`src/rtl/imem_pkg.sv`:
```
// ---------------------------------------------------------------------------
// imem_pkg -- shared types and constants for the instruction-memory arbiter.
//   state_t : sequencer states (IDLE, ACCESS, RESP)
//   PORT_F  : id of the core fetch port
//   PORT_L  : id of the program-loader/debug port
//   WORD_W  : bank word width
//   ADDR_W  : word-address width on both requester ports and the bank
// ---------------------------------------------------------------------------
package imem_pkg;

    localparam int WORD_W = 32;
    localparam int ADDR_W = 8;

    localparam logic PORT_F = 1'b0;
    localparam logic PORT_L = 1'b1;

    typedef enum logic [1:0] {
        IDLE,
        ACCESS,
        RESP
    } state_t;

endpackage

```
`src/rtl/rr_arb2.sv`:
```
// ---------------------------------------------------------------------------
// rr_arb2 -- two-request round-robin picker.
//   clk, rst_n : clock, asynchronous active-low reset
//   req[1:0]   : request vector, indexed by PORT_F / PORT_L
//   en         : grants may be issued this cycle
//   gnt[1:0]   : one-hot grant (all zero when en=0 or no request)
// The port granted last is remembered; on a tie the other port wins.
// After reset the loader counts as last, so fetch wins the first tie.
// ---------------------------------------------------------------------------
module rr_arb2
    import imem_pkg::*;
(
    input  logic       clk,
    input  logic       rst_n,
    input  logic [1:0] req,
    input  logic       en,
    output logic [1:0] gnt
);

    logic last;

    // NOTE: every output of a combinational block gets a default first,
    // otherwise an unassigned path infers a latch.
    always_comb begin
        gnt = 2'b00;
        if (en) begin
            if (req[PORT_F] && (!req[PORT_L] || last == PORT_L)) begin
                gnt[PORT_F] = 1'b1;
            end else if (req[PORT_L]) begin
                gnt[PORT_L] = 1'b1;
            end
        end
    end

    // NOTE: state registers use non-blocking assignments so every flop
    // samples the pre-edge value of its inputs.
    always_ff @(posedge clk or negedge rst_n) begin
        if (!rst_n) begin
            last <= PORT_L;
        end else if (|gnt) begin
            last <= gnt[PORT_L] ? PORT_L : PORT_F;
        end
    end

endmodule

```
`src/rtl/imem_arbiter.sv`:
```
// ---------------------------------------------------------------------------
// imem_arbiter -- shares the instruction-memory bank between the core fetch
// port and the loader/debug port, one access at a time.
//   Parameters : DEPTH   number of valid words (addresses >= DEPTH error out)
//                MEM_LAT cycles the bank lines are held (1..7)
//   Fetch port : f_req, f_addr  -> f_gnt, f_rsp, f_rdata, f_err
//   Loader port: l_req, l_we, l_addr, l_wdata -> l_gnt, l_rsp, l_rdata, l_err
//   Bank       : mem_read, mem_write, mem_addr, mem_wdata  <- mem_rdata
// Grant is combinational in IDLE; an in-range access spends MEM_LAT cycles
// in ACCESS, an out-of-range one goes straight to RESP with err=1. The RESP
// cycle pulses x_rsp for the granted port; x_rdata/x_err hold until that
// port's next response.
// ---------------------------------------------------------------------------
module imem_arbiter
    import imem_pkg::*;
#(
    parameter int DEPTH   = 64,
    parameter int MEM_LAT = 1
) (
    input  logic              clk,
    input  logic              rst_n,

    input  logic              f_req,
    input  logic [ADDR_W-1:0] f_addr,
    output logic              f_gnt,
    output logic              f_rsp,
    output logic [WORD_W-1:0] f_rdata,
    output logic              f_err,

    input  logic              l_req,
    input  logic              l_we,
    input  logic [ADDR_W-1:0] l_addr,
    input  logic [WORD_W-1:0] l_wdata,
    output logic              l_gnt,
    output logic              l_rsp,
    output logic [WORD_W-1:0] l_rdata,
    output logic              l_err,

    output logic              mem_read,
    output logic              mem_write,
    output logic [ADDR_W-1:0] mem_addr,
    output logic [WORD_W-1:0] mem_wdata,
    input  logic [WORD_W-1:0] mem_rdata
);

    state_t            state, state_nxt;
    logic [2:0]        cnt;
    logic              cur_port;
    logic              cur_we;

    logic [1:0]        gnt;
    logic              sel_l;
    logic [ADDR_W-1:0] sel_addr;
    logic              sel_we;
    logic              sel_in_range;
    logic              last_beat;

    logic              rsp_load;
    logic              rsp_port;
    logic [WORD_W-1:0] rsp_data;
    logic              rsp_err;

    // Gating with rst_n keeps the combinational grants at 0 while reset is held.
    rr_arb2 u_arb (
        .clk   (clk),
        .rst_n (rst_n),
        .req   ({l_req, f_req}),
        .en    ((state == IDLE) && rst_n),
        .gnt   (gnt)
    );

    assign f_gnt = gnt[PORT_F];
    assign l_gnt = gnt[PORT_L];

    // Request of whichever port wins this cycle.
    assign sel_l        = gnt[PORT_L];
    assign sel_addr     = sel_l ? l_addr : f_addr;
    assign sel_we       = sel_l & l_we;
    assign sel_in_range = int'(sel_addr) < DEPTH;
    assign last_beat    = (cnt == 3'(MEM_LAT - 1));

    // Next state plus the response-register load strobe.
    always_comb begin
        state_nxt = state;
        rsp_load  = 1'b0;
        rsp_port  = cur_port;
        rsp_data  = '0;
        rsp_err   = 1'b0;
        case (state)
            IDLE: begin
                if (|gnt) begin
                    if (sel_in_range) begin
                        state_nxt = ACCESS;
                    end else begin
                        state_nxt = RESP;
                        rsp_load  = 1'b1;
                        rsp_port  = sel_l;
                        rsp_err   = 1'b1;
                    end
                end
            end
            ACCESS: begin
                if (last_beat) begin
                    state_nxt = RESP;
                    rsp_load  = 1'b1;
                    rsp_data  = cur_we ? '0 : mem_rdata;
                end
            end
            RESP:    state_nxt = IDLE;
            default: state_nxt = IDLE;
        endcase
    end

    // Write strobe only on the first ACCESS beat; the remaining beats just
    // hold address/data steady for the bank.
    assign mem_read  = (state == ACCESS) && !cur_we;
    assign mem_write = (state == ACCESS) && cur_we && (cnt == 3'd0);
    assign f_rsp     = (state == RESP) && (cur_port == PORT_F);
    assign l_rsp     = (state == RESP) && (cur_port == PORT_L);

    always_ff @(posedge clk or negedge rst_n) begin
        if (!rst_n) begin
            state     <= IDLE;
            cnt       <= '0;
            cur_port  <= PORT_F;
            cur_we    <= 1'b0;
            mem_addr  <= '0;
            mem_wdata <= '0;
            f_rdata   <= '0;
            f_err     <= 1'b0;
            l_rdata   <= '0;
            l_err     <= 1'b0;
        end else begin
            state <= state_nxt;

            if (state == IDLE && (|gnt)) begin
                cur_port <= sel_l;
                cur_we   <= sel_we;
                cnt      <= '0;
                // Bank lines move only for a real access; otherwise they hold.
                if (sel_in_range) begin
                    mem_addr <= sel_addr;
                    if (sel_we) begin
                        mem_wdata <= l_wdata;
                    end
                end
            end else if (state == ACCESS) begin
                cnt <= cnt + 3'd1;
            end

            if (rsp_load) begin
                if (rsp_port == PORT_L) begin
                    l_rdata <= rsp_data;
                    l_err   <= rsp_err;
                end else begin
                    f_rdata <= rsp_data;
                    f_err   <= rsp_err;
                end
            end
        end
    end

endmodule

```
`config.mk`:
```
export PLATFORM = sky130hd
export DESIGN_NAME = imem_arbiter
export DESIGN_NICKNAME = d
export VERILOG_FILES = /design/src/rtl/imem_pkg.sv /design/src/rtl/rr_arb2.sv /design/src/rtl/imem_arbiter.sv
export SDC_FILE = /design/constraint.sdc
export NUM_CORES = 1
export LEC_CHECK = 0
export CELL_PAD_IN_SITES_DETAIL_PLACEMENT = 1
export CELL_PAD_IN_SITES_GLOBAL_PLACEMENT = 2
export CORE_AREA = 4 4 145 147
export CTS_CLUSTER_SIZE = 10
export DETAILED_ROUTE_END_ITERATION = 8
export DIE_AREA = 0 0 149 151
export PLACE_DENSITY = 0.84
export RECOVER_POWER = 100
export SYNTH_ARGS = -nofsm -noshare
export SYNTH_HDL_FRONTEND = slang
export SYNTH_SLANG_ARGS = --single-unit
export TNS_END_PERCENT = 50
```
`constraint.sdc`:
```
create_clock -name clk -period 1.9 [get_ports clk]
set_clock_uncertainty 0.15 [all_clocks]
set_input_delay 0.285 -clock clk [delete_from_list [all_inputs] [get_ports clk]]
set_output_delay 0.285 -clock clk [all_outputs]
set_load 0.01 [all_outputs]
```
Yosys cells after proc, flatten, opt, wreduce, memory -nomap -nowiden
Index checks and enable logic that the tools add are counted.
W data, S select, Z words.
{"block": "word_totals", "latchBits": 0, "out_inout_bits": 112, "register_bits": 114, "mem_bits_ro": 0, "inputBits": 85, "mem_count": 0, "mem_bits_rw": 0}
{"block": "classes", "order_cmp": 1, "add_sub_neg": 1, "eq_ne": 4, "n_reduce_logical": 20, "bitwise_logic": 3, "div_mod_pow": 0, "muxes": 23, "mul": 0, "shifts": 0}
{"operator": "$mux W32", "count": 3}
{"operator": "$mux W1", "count": 11}
{"operator": "$logic_and A1 B1 Y1", "count": 8}
{"operator": "$lt A8 B7 Y1 const B", "count": 1}
{"operator": "$mux W2", "count": 4}
{"operator": "$mux W8", "count": 1}
{"operator": "$reduce_and A2 Y1", "count": 4}
{"operator": "$mux W3", "count": 2}
{"operator": "$pmux W2 S2", "count": 1}
{"operator": "$add A3 B1 Y3 const B", "count": 1}
{"operator": "$logic_not A3 Y1", "count": 1}
{"operator": "$reduce_and A3 Y1", "count": 1}
{"operator": "$eq A2 B1 Y1 const B", "count": 1}
{"operator": "$eq A2 B2 Y1 const B", "count": 1}
{"operator": "$logic_not A1 Y1", "count": 2}
{"operator": "$logic_not A2 Y1", "count": 1}
{"operator": "$ne A2 B1 Y1 const B", "count": 1}
{"operator": "$ne A2 B2 Y1 const B", "count": 1}
{"operator": "$not A1 Y1", "count": 2}
{"operator": "$pmux W1 S2", "count": 1}
{"operator": "$reduce_bool A2 Y1", "count": 1}
{"operator": "$reduce_or A2 Y1", "count": 1}
{"operator": "$and A1 B1 Y1", "count": 1}
{"operator": "$logic_or A1 B1 Y1", "count": 1}

Logic depth before layout (Yosys ltp)
{"block": "depth", "word_depth": 12, "depth_mapped": 7, "ltp_nobuf": 6}

Modules after synthesis
From an unflattened synthesis, not the netlist that was laid out.
{"block": "hier_totals", "cells_unflattened": 341, "area_unflattened_um2": 4825.9}
{"mod": "imem_arbiter", "area_each_um2": 4763.3, "instances": 1, "seq_area_each_um2": 2827.7, "cells_each": 333}
{"mod": "rr_arb2", "area_each_um2": 62.6, "instances": 1, "seq_area_each_um2": 26.3, "cells_each": 8}

Worst setup path before layout
OpenSTA, ideal clock, no wires.
{"block": "synth_path", "path_type": "reg-to-reg", "start": "reg u_arb.last", "end": "reg l_rdata[10]", "synth_period_minus_slack_ns": 1.906, "required_ns": 1.625, "path_stages_with_launch": 7, "arrival_time_ns": 1.631, "setup_time_ns": 0.125, "path_slack_ns": -0.006, "path_cell_list": "dfstp_2 a21boi_1 nand2_2 clkinv_2 a21boi_2 buf_6 mux2_2"}
{"block": "synth_between", "elab_chain_cells": 10, "elab_cells_between_ends": 15, "cone_classes": "1 x order compare; 10 x mux; 4 x reduce/logical"}
{"item": "start, declared", "line_no": "rr_arb2.sv:20", "text": "logic last;"}
{"item": "start signal, assigned", "line_no": "rr_arb2.sv:41", "text": "last <= gnt[PORT_L] ? PORT_L : PORT_F;"}
{"item": "$logic_or A1 B1 Y1 *", "line_no": "rr_arb2.sv:27", "text": "if (req[PORT_F] && (!req[PORT_L] || last == PORT_L)) begin"}
{"item": "$logic_and A1 B1 Y1 *", "line_no": "rr_arb2.sv:27"}
{"item": "$mux W1 *", "line_no": "rr_arb2.sv:27"}
{"item": "$mux W2 *", "line_no": "rr_arb2.sv:26", "text": "if (en) begin"}
{"item": "net l_gnt", "line_no": "imem_arbiter.sv:34", "text": "output logic l_gnt,"}
{"item": "$mux W8", "line_no": "imem_arbiter.sv:77", "text": "assign sel_addr = sel_l ? l_addr : f_addr;"}
{"item": "$lt A8 B7 Y1", "line_no": "imem_arbiter.sv:79", "text": "assign sel_in_range = int'(sel_addr) < DEPTH;"}
{"item": "$mux W1", "line_no": "imem_arbiter.sv:92", "text": "if (sel_in_range) begin"}
{"item": "$mux W1", "line_no": "imem_arbiter.sv:91", "text": "if (|gnt) begin"}
{"item": "$pmux W1 S2 or $mux W1 (tied branches)", "line_no": "imem_arbiter.sv:89", "text": "case (state)"}
{"item": "$reduce_and A2 Y1 (no line) *"}
{"item": "end signal, assigned", "line_no": "imem_arbiter.sv:153", "text": "l_rdata <= rsp_data;"}
{"item": "end, declared", "line_no": "imem_arbiter.sv:36", "text": "output logic [WORD_W-1:0] l_rdata,"}
The timed path passes the listed nets; every way through them passes the cells marked *.
A chain may end at the register's enable or synchronous reset.

Final worst setup path
{"block": "layout_path", "start": "reg state[0]", "end": "reg mem_addr[1]"}
{"block": "layout_between", "elab_chain_cells": 6, "elab_cells_between_ends": 8, "cone_classes": "1 x order compare; 2 x mux; 5 x reduce/logical"}
{"item": "start, declared", "line_no": "imem_arbiter.sv:46", "text": "state_t state, state_nxt;"}
{"item": "start signal, assigned", "line_no": "imem_arbiter.sv:134", "text": "state <= state_nxt;"}
{"item": "$logic_not A2 Y1 *", "line_no": "imem_arbiter.sv:68, imem_arbiter.sv:136"}
{"item": "$logic_and A1 B1 Y1", "line_no": "imem_arbiter.sv:68", "text": ".en ((state == IDLE) && rst_n),"}
{"item": "$mux W2", "line_no": "rr_arb2.sv:26"}
{"item": "$mux W8 or $reduce_or A2 Y1 (tied branches)", "line_no": "imem_arbiter.sv:77, imem_arbiter.sv:136"}
{"item": "$lt A8 B7 Y1 or $logic_and A1 B1 Y1 (tied branches)", "line_no": "imem_arbiter.sv:79, imem_arbiter.sv:136"}
{"item": "$reduce_and A2 Y1 (no line)"}
{"item": "end signal, assigned", "line_no": "imem_arbiter.sv:142", "text": "mem_addr <= sel_addr;"}
{"item": "end, declared", "line_no": "imem_arbiter.sv:41", "text": "output logic [ADDR_W-1:0] mem_addr,"}
Mark *: on every way between the ends. The rest lies on a longest branch, timed or not.

==> out/metrics.yaml <==
sta:
  finalHoldViolCount: 45
  worstMarginPinSlew_ns: 0.8994
  drv_slew: 0
  setup_viol: 105
  layout_min_cycle_time_ns: 1.997
  fin_ws_ns: -0.09718
  finalCritPeriodShare: 1.051
  slew_headroom: 0.4004
  fmax_mhz: 500.7
  whs_ns: -0.09564
  fin_tns_setup_ns: -5.525
  rsz0062_at_grt: "yes"
worst_setup_path:
  worst-endpoint-arrival_ns: 2.13
  rrSetupSlack_ns: -0.1
  path_cells: "nor3b_4 > buf_4 > nand2_4 > buf_6 > buf_8 > mux2_4 > mux2_2"
  cp_top_family: "multiplexers"
  critPathMaxStageDelay_ns: 0.43
  cp_num_buf_inv: 3
  slowest_stage: "dfrtp_1"
  end_kind: "flop"
  path_max_fanout: 9
  crit_type: "flop to flop"
  rr_worst_depth: 7
  r2r-end: "mem_addr[1]"
  r2r_start: "state[0]"
  crit_required_ns: 2.03
  critPathLaunchType: "flop"
global_route:
  gr-total-overflow: 0
  antenna_found_initial: 0
  grt_pass1_vias: 4061
  grt_max_degree: 69
  track_usage: 0.1310
  grt_pass1_wl_um: 22690
min_path:
  hp-class: "primary input to asynchronous set/reset pin"
final_layout:
  area_growth_pct: 70.68
  drive_gt1_frac: 0.4066
  fin_area_um2: 8309
  num_antenna_cells: 0
  layout.nets: 652
synth:
  async_reset_ff_frac: 1.000
  netlist.area_leader.share: 0.5808
  synth_enable_flop_cells: 0
  yosysWarnings: 0
  syn_area_um2: 4868
  ys_top_cells_by_area: "dfrtp_1, mux2_2, mux2_4, and2_1, buf_6"
  dominantRegCellSynth: "dfrtp_1"
  synth_area_leader_cell: "dfrtp_1"
  ys_ff_latch: 114
  synth_common_cells: "dfrtp_1, mux2_2, mux2_4"
  synth_nets: 407
  syn_inst: 320
  synth.distinct_cells: 37
  avgSynthCellArea_um2: 15.21
  yosysSeqAreaShare: 0.5862
  yosysMostFrequentCell: "dfrtp_1"
floorplanning:
  core_area_um2: 19910
  start_util: 0.2445
  die_area_um2: 22500
  dieWidth_um: 149
  die_h_um: 151
  fp-row-count: 52
  ios: 197
clock_network:
  cts_sinks: 114
  clockRootBuffer: "clkbuf_16"
  clockBufferDepth: 2
  cts_tree: "yes"
  clock_latency_ns: 0.40
  cts_buffers: 17
  clkTransAtPathRegs_ns: 0.05
  htreeDepth: 4
detailed_routing:
  via_per_inst: 4.143
  drc: 0
  drt_wl_total_um: 15380
  num_vias: 3513
  first_pass_iters: 4
  antenna_left: 0
  wl_per_cell_um: 18.13
  drt_iter0_drc: 60
power_and_ir_drop:
  power_frac_comb: 0.342
  p_int_mw: 7.267
  clkPwrFrac: 0.320
  p_seq_frac: 0.338
  power.switching_mw: 2.753
  ir_drop_mv: 0.5702
  power_density_nw_per_um2: 1206
  p_sw_frac: 0.2747
  p_leak_nw: 3.897
place:
  portBuffers: 196
  gp_congestion: 0.7444
  dp_slack_ns: -0.4015
  placed_cell_area_um2: 7398
  dp_hpwl_um: 10970
status:
  status: "finished, violations left"
  violations: "negative hold slack, negative setup slack"
run:
  drv_cap: 0
[timing repair]
item                                   CTS  global route
gates resized for setup                 45            45
endpoints found under the hold margin   45            45
setup endpoints to repair              109           109
pin swaps                                5             7
gates cloned                             1             5
setup buffers                            6             2
[worst max path at each step]
stage,startpoint,endpoint,slack [ns],depth (start not counted)
global placement,l_req,l_gnt,-0.38,5
floorplan,u_arb.last,l_rdata[10],0.05,6
detailed placement,l_req,l_rdata[7],-0.40,8
global route,state[0],f_gnt,-0.16,6
CTS,state[1],l_rdata[28],-0.14,8
finish,state[0],mem_addr[1],-0.1,7
[power groups by stage]
stage	Clock (mW)	Combinational, mW	Sequential [mW]
floorplan	0	1.10	3.60
global placement	0	3.10	3.38
detailed placement	0	3.19	3.41
CTS	3.31	3.32	3.39
global route	3.43	3.64	3.46
finish	3.21	3.43	3.38
[flip-flops by register name, summed over array words and instances (netlist names)]
signal	cells
state	2
u_arb.last	1
cur_port	1
f_err	1
mem_wdata	32
mem_addr	8
cur_we	1
l_rdata	32
f_rdata	32
cnt	3
l_err	1
[final cells by class]
type / instances / area [um^2]
clock buffers: 21 / 450.4
inverters: 5 / 21.27
repair buffers: 239 / 2435
well taps: 270 / 337.8
fillers: 2086 / 11600
multi-input cells: 188 / 2073
clock inverters: 11 / 136.4
flip-flops and latches: 114 / 2855
[cells by family after synthesis]
kind of cell / after synthesis / share of synthesized area
fa+ha+maj: 2 / 0.005139
mux: 109 / 0.2796
simple gates: 62 / 0.08096
xor+xnor: 1 / 0.001799
flops: 114 / 0.5862
compound gates: 14 / 0.02056
buf+inv: 18 / 0.02570
[through the flow]
stage / cells / utilization / power [mW]
3_3_place_gp: 805 / 0.3716 / 6.477
6_report: 848 / 0.4174 / 10.02
4_1_cts: 843 / 0.4066 / 10.01
2_1_floorplan: 320 / - / 4.691
3_5_place_dp: 805 / 0.3716 / 6.597
5_1_grt: 848 / 0.4174 / 10.53
[routing by layer]
layer	part of all wire	vias to the layer above	track usage
li1	-	1602	-
met1	0.38	1804	0.1421
met2	0.56	93	0.2430
met3	0.048	14	0.03830
met4	0.018	0	0.04577
met5	0	-	0
[placed cells by master, fill, tap and decap left out, drive strengths merged, types with 2 or more instances in the layout]
cell,count
a21boi,2
a21oi,2
and2,34
buf,46
bufinv,3
clkbuf,25
clkdlybuf4s50,189
clkinv,7
dfrtp,113
ha,2
inv,5
mux2,108
nand2,8
nand3,3
nor2,7
nor2b,3
nor3b,2
o21ai,5
(Power assumes the default switching activity.)
